$ cat src/rtl/op_engine_pkg.sv
// Shared types for the two-operand element engine: ALU op encoding and FSM states.
package op_engine_pkg;

  // Operation encoding, shared with the C reference model.
  typedef enum logic [1:0] {
    OP_ADD = 2'd0,
    OP_SUB = 2'd1,
    OP_AND = 2'd2,
    OP_XOR = 2'd3
  } op_e;

  // Control states of the element walker.
  typedef enum logic [1:0] {
    IDLE   = 2'd0,
    FETCH  = 2'd1,
    COMMIT = 2'd2,
    DONE   = 2'd3
  } state_e;

endpackage

$ cat src/rtl/op_engine_alu.sv
// Combinational ALU: modulo add/sub, bitwise and/xor on unsigned operands.
module op_alu
  import op_engine_pkg::*;
#(
  parameter int MEM_WIDTH = 32
) (
  input  op_e                  op,
  input  logic [MEM_WIDTH-1:0] a,
  input  logic [MEM_WIDTH-1:0] b,
  output logic [MEM_WIDTH-1:0] res
);

  // Select the operation; carry and borrow simply fall off the top.
  always_comb begin
    res = '0;
    case (op)
      OP_ADD:  res = a + b;
      OP_SUB:  res = a - b;
      OP_AND:  res = a & b;
      OP_XOR:  res = a ^ b;
      default: res = '0;
    endcase
  end

endmodule

$ cat src/rtl/op_engine.sv
// Walks len elements of two operand memories, writes op(a,b) to the result
// memory and streams each write as a commit record over valid/ready.
module op_engine
  import op_engine_pkg::*;
#(
  parameter int MEM_WIDTH = 32,
  parameter int MEM_DEPTH = 8
) (
  input  logic                                      clk_i,
  input  logic                                      rst_ni,
  input  logic                                      start_i,
  input  logic [1:0]                                op_i,
  input  logic [$clog2(MEM_DEPTH+1)-1:0]            len_i,
  output logic [((MEM_DEPTH>1)?$clog2(MEM_DEPTH):1)-1:0] operand1_addr_o,
  output logic [((MEM_DEPTH>1)?$clog2(MEM_DEPTH):1)-1:0] operand2_addr_o,
  input  logic [MEM_WIDTH-1:0]                      operand1_i,
  input  logic [MEM_WIDTH-1:0]                      operand2_i,
  output logic                                      result_we_o,
  output logic [((MEM_DEPTH>1)?$clog2(MEM_DEPTH):1)-1:0] result_addr_o,
  output logic [MEM_WIDTH-1:0]                      result_o,
  output logic                                      commit_valid_o,
  input  logic                                      commit_ready_i,
  output logic [((MEM_DEPTH>1)?$clog2(MEM_DEPTH):1)-1:0] commit_idx_o,
  output logic [MEM_WIDTH-1:0]                      commit_data_o,
  output logic                                      busy_o,
  output logic                                      done_o
);

  // A single-entry memory still needs one address bit.
  localparam int AW = (MEM_DEPTH > 1) ? $clog2(MEM_DEPTH) : 1;
  localparam int LW = $clog2(MEM_DEPTH + 1);
  localparam logic [LW-1:0] DEPTH_L = LW'(MEM_DEPTH);

  state_e               state_q, state_d;
  logic [AW-1:0]        idx_q;
  op_e                  op_q;
  logic [LW-1:0]        len_q;
  logic [MEM_WIDTH-1:0] res_q;
  logic                 wr_done_q;   // element's result already written this COMMIT
  logic [LW-1:0]        len_clamp;
  logic                 last;
  logic                 handshake;
  logic [MEM_WIDTH-1:0] alu_res;

  // Clamp the requested length so idx can never run past the memory.
  assign len_clamp = (len_i > DEPTH_L) ? DEPTH_L : len_i;
  assign last      = (LW'(idx_q) == (len_q - LW'(1)));
  assign handshake = (state_q == COMMIT) && commit_ready_i;

  op_alu #(.MEM_WIDTH(MEM_WIDTH)) u_alu (
    .op  (op_q),
    .a   (operand1_i),
    .b   (operand2_i),
    .res (alu_res)
  );

  // State register.
  always_ff @(posedge clk_i or negedge rst_ni) begin
    if (!rst_ni) state_q <= IDLE;
    else         state_q <= state_d;
  end

  // Next-state logic and state-decoded strobes.
  always_comb begin
    state_d        = state_q;
    result_we_o    = 1'b0;
    commit_valid_o = 1'b0;
    busy_o         = 1'b1;
    done_o         = 1'b0;
    case (state_q)
      IDLE: begin
        busy_o = 1'b0;
        if (start_i) state_d = (len_clamp != '0) ? FETCH : DONE;
      end
      FETCH: begin
        state_d = COMMIT;
      end
      COMMIT: begin
        // Write only on the first COMMIT cycle so a stall never rewrites.
        result_we_o    = !wr_done_q;
        commit_valid_o = 1'b1;
        if (commit_ready_i) state_d = last ? DONE : FETCH;
      end
      DONE: begin
        done_o  = 1'b1;
        state_d = IDLE;
      end
      default: state_d = IDLE;
    endcase
  end

  // Run configuration, element index, result register and write-once flag.
  always_ff @(posedge clk_i or negedge rst_ni) begin
    if (!rst_ni) begin
      op_q      <= OP_ADD;
      len_q     <= '0;
      idx_q     <= '0;
      res_q     <= '0;
      wr_done_q <= 1'b0;
    end else begin
      case (state_q)
        IDLE: begin
          if (start_i) begin
            op_q  <= op_e'(op_i);
            len_q <= len_clamp;
            idx_q <= '0;
          end
        end
        FETCH: begin
          res_q     <= alu_res;
          wr_done_q <= 1'b0;
        end
        COMMIT: begin
          wr_done_q <= 1'b1;
          if (handshake && !last) idx_q <= idx_q + AW'(1);
        end
        default: ;
      endcase
    end
  end

  // Operand addresses follow idx, which only moves on a handshake or a
  // start, so they hold their value outside FETCH.
  assign operand1_addr_o = idx_q;
  assign operand2_addr_o = idx_q;
  assign result_addr_o   = idx_q;
  assign commit_idx_o    = idx_q;
  assign result_o        = res_q;
  assign commit_data_o   = res_q;

endmodule
$ cat config.mk
export PLATFORM = sky130hd
export DESIGN_NAME = op_engine
export DESIGN_NICKNAME = d
export VERILOG_FILES = /design/src/rtl/op_engine_pkg.sv /design/src/rtl/op_engine_alu.sv /design/src/rtl/op_engine.sv
export SDC_FILE = /design/constraint.sdc
export NUM_CORES = 1
export LEC_CHECK = 0
export CORE_MARGIN = 8
export CORE_UTILIZATION = 30
export DETAILED_ROUTE_END_ITERATION = 10
export GPL_TIMING_DRIVEN = 0
export PLACE_DENSITY = 0.61
export SLEW_MARGIN = 0
export SYNTH_ARGS = -nofsm -noshare
export SYNTH_HDL_FRONTEND = slang
export SYNTH_SLANG_ARGS = --single-unit
export TNS_END_PERCENT = 10
$ cat constraint.sdc
create_clock -name clk_i -period 4.95 [get_ports clk_i]
set_input_delay 0.99 -clock clk_i [delete_from_list [all_inputs] [get_ports clk_i]]
set_output_delay 0.99 -clock clk_i [all_outputs]
set_load 0.005 [all_outputs]
==> summary.md <==
| Metric | Value |
|---|---|
| Status | `finished clean` |
| Setup ws final | `0.178 ns` |
| Maximum vdd ir drop | `0.279 mV` |
| Register bit count reported by yosys | `44` |
| Actual slew at the worst max-slew pin | `1.00 ns` |
| Seq/Total Area, Yosys | `19.5%` |
| CP startpoint kind | `input port` |
| Post-route ant nets | `0` |
| Core area | `18,600 um2` |
| # setup viols final | `0` |
| RR Endpoint | `commit_data_o[19]$_DFFE_PN0P_` |
| Data required time at the worst endpoint | `5.13 ns` |
| Htree depth | `2` |
| FMAX | `0.210 GHz` |
| Die boundary width | `153 um` |
| WP data arrival | `4.95 ns` |
| Leak pwr | `3.37 nW` |
| Hold slack | `0.484 ns` |
| Hold path depth | `2` |
| Ys flop type | `dfrtp_1` |
| Syn Inst Count | `685` |
| Overall Global Routing Usage | `16.4%` |
| Synth-to-layout area growth | `36.9%` |
| I/O Buffers | `153` |
| Vias in the first global route | `5,714` |
| Most frequent cells in the layout | `150 x clkdlybuf4s50_1, 69 x ha_1, 57 x nand2_1, 55 x nor2_1, 51 x a21oi_1` |
| Pwr dens | `614 nW/um2` |
| Net Count, Synth | `831` |
| Wire length per cell | `18.3 um` |
| Initial antenna violation count | `0` |
| Die Y | `153 um` |
| CTS tree | `built` |
| Latest clock arrival within the worst-skew pair | `0.30 ns` |
| Most common cell after layout, fill and taps aside | `clkdlybuf4s50_1` |
| Crit. End Element | `flop` |
| Layout net count | `992` |
| Synth Area per Inst | `8.24 um2` |
| Post-DP HPWL | `16,000 um` |
| Post-Syn Area | `5650 um2` |
| Clk slew on worst S/H paths | `0.06 ns` |
| # clock sinks | `44` |
| # Max-Cap Violations | `0` |
| Setup WS pre-CTS | `-0.762 ns` |
| Endpoints failing hold | `0` |
| CTS Buffer Depth | `2` |
| Row cnt | `50` |
| Worst R2R Setup Slack | `0.44 ns` |
| Period utilization | `96.4%` |
| FFs w/ async S/R, synth | `100%` |
| Starting Density | `30.4%` |
| Critical setup path kind | `input port to flop` |
| Worst Path Max Fanout | `6` |
| CTS buffer count | `5` |
| Hold Path Sink | `len_q[0]$_DFFE_PN0P_` |
| Worst hold path type | `flop to flop` |
| Slew Viols, Final | `0` |
| Rel. slew slack | `33.0%` |
| Clock skew | `0.00849 ns` |
| Share of cells above drive strength 1 | `12.2%` |
| Routed wire length | `19,800 um` |
| Drt drc | `0` |
| # IOs | `154` |
| Ys Warns | `0` |
| Vias per inst | `5.20` |
| # diodes | `0` |
| Pin count of the biggest net entering global routing | `32` |
| R2R cell count | `13` |
| First-pass GRT wire length | `31,000 um` |
| Die area | `23,500 um2` |
| DRT Pass-1 Iters | `5` |
| GR Overflow Total | `0` |
| Placer congestion estimate | `0.921` |
| Period minus WS final | `4.77 ns` |
| CTS Hold Bufs | `0` |
| Number of synthesized flops with an enable pin | `0` |
| Cell variety after synth | `77` |
| Root Buffer | `clkbuf_16` |
| RSZ-0062 raised after global routing | `true` |
| Vias post-DR | `5,621` |
| HP Start | `len_q[0]$_DFFE_PN0P_` |
| RR Startpoint | `op_q[0]$_DFFE_PN0P_` |
| Initial DRC count | `334` |
==> cell usage after synthesis (all sizes together), types with 3 or more instances <==
cell type	number	share of area, %
o211ai	6	0.80
xor2	30	4.7
a221o	4	0.71
nand3	14	1.5
a221oi	3	0.69
o21ai	47	4.2
o21a	5	0.66
nand4	7	0.78
mux2i	31	5.5
nor4	4	0.71
o22ai	5	0.55
clkbuf	30	2.2
xnor2	28	4.3
inv	23	1.5
ha	71	16
and2	3	0.33
or2	4	0.44
a31oi	8	0.89
nor3	13	1.4
nand2b	6	0.66
o21bai	4	0.53
a21o	13	1.7
buf	42	5.5
nor2b	5	0.55
a21oi	55	4.9
mux2	9	1.8
and3	3	0.33
o221ai	5	0.78
nor2	55	3.7
o41ai	4	0.75
dfrtp	44	19
or3	3	0.42
a211oi	3	0.40
o31ai	6	0.89
a21boi	3	0.40
nand2	57	3.8
nor3b	3	0.58
==> power by group <==
group          internal [mW]  leakage, nW  switching [mW]
Clock                  0.200       0.0766           0.159
Sequential             0.538        0.528           0.170
Combinational           1.79         2.76            1.89
Total                   2.53         3.37            2.22
==> cell type report <==
class                      instances  area (um2)
clock buffer                       6         139
clock inverter                     2        10.0
inverter                          23        86.3
buffer                            69         425
fill                            1921       10800
multi-input combinational        546        4100
tap                              234         293
sequential                        44        1100
timing repair buffer             157        1570
==> critical path, cell delays in order <==
cell and delay (ns):
clkdlybuf4s50_1 0.46, or4_4 0.57, or3_4 0.38, nor3_4 0.20
buf_4 0.20, a21oi_1 0.08, xnor2_1 0.17, ha_1 0.39
a21oi_2 0.20, o21ai_0 0.12, a31oi_1 0.22, o31ai_1 0.11
a221o_1 0.31, a221oi_2 0.31, nand2_1 0.08, nor3b_2 0.16
==> worst max path at each step <==
stage	to	startpoint	cells past startpoint	slack, ns
4_1_cts	commit_data_o[31]$_DFFE_PN0P_	operand2_i[12]	17	0.03
3_3_place_gp	commit_data_o[31]$_DFFE_PN0P_	operand2_i[4]	18	-0.75
3_5_place_dp	commit_data_o[31]$_DFFE_PN0P_	operand2_i[4]	18	-0.76
5_1_grt	commit_data_o[31]$_DFFE_PN0P_	operand2_i[0]	18	-0.02
2_1_floorplan	commit_data_o[31]$_DFFE_PN0P_	operand2_i[14]	16	0.51
6_report	commit_data_o[31]$_DFFE_PN0P_	operand2_i[14]	16	0.18
==> per-stage QoR <==
stage	cells	instance area (um2)	utilization [%]	TNS [ns]	power, mW
2_1_floorplan	685	5650	-	0	2.96
4_1_cts	1083	7670	41.3	0	4.72
3_3_place_gp	1072	7470	40.2	-3.17	4.30
6_report	1081	7730	41.6	0	4.75
3_5_place_dp	1073	7490	40.3	-3.46	4.33
5_1_grt	1081	7730	41.6	-0.0369	5.15
==> cell families (layout without fill, tap and decap cells) <==
family	Yosys count	in the layout	synth area share, %
flip-flops	44	44	19.5
buffers and inverters	95	257	9.24
AO/OA/AOI/OAI	191	191	22.3
XOR/XNOR	58	58	9.00
adder cells (fa/ha/maj)	72	72	16.1
AND/OR/NAND/NOR	185	185	16.6
multiplexers	40	40	7.29
==> per-layer routing <==
layer  vias to the layer above  share of wire, %  wire (um)  track usage [%]
li1                       2762                 -          -                -
met1                      2640                47       9340             22.1
met2                       189                44       8680             26.2
met3                        30               6.5       1280             3.38
met4                         0               2.4        470             4.52
met5                         -                 0          0                0
==> what timing repair did <==
action	CTS	global route
endpoints found under the setup margin	4	10
gates resized for setup	4	18
pin swaps	3	6
buffers inserted	2	1
==> registers in the layout, summed over array words and instances, names as in the netlist <==
| register | count |
|---|---|
| commit_data_o | 32 |
| len_q | 4 |
| commit_idx_o | 3 |
| op_q | 2 |
| state_q | 2 |
| wr_done_q | 1 |
No activity file was read; power rests on OpenSTA's default activity.
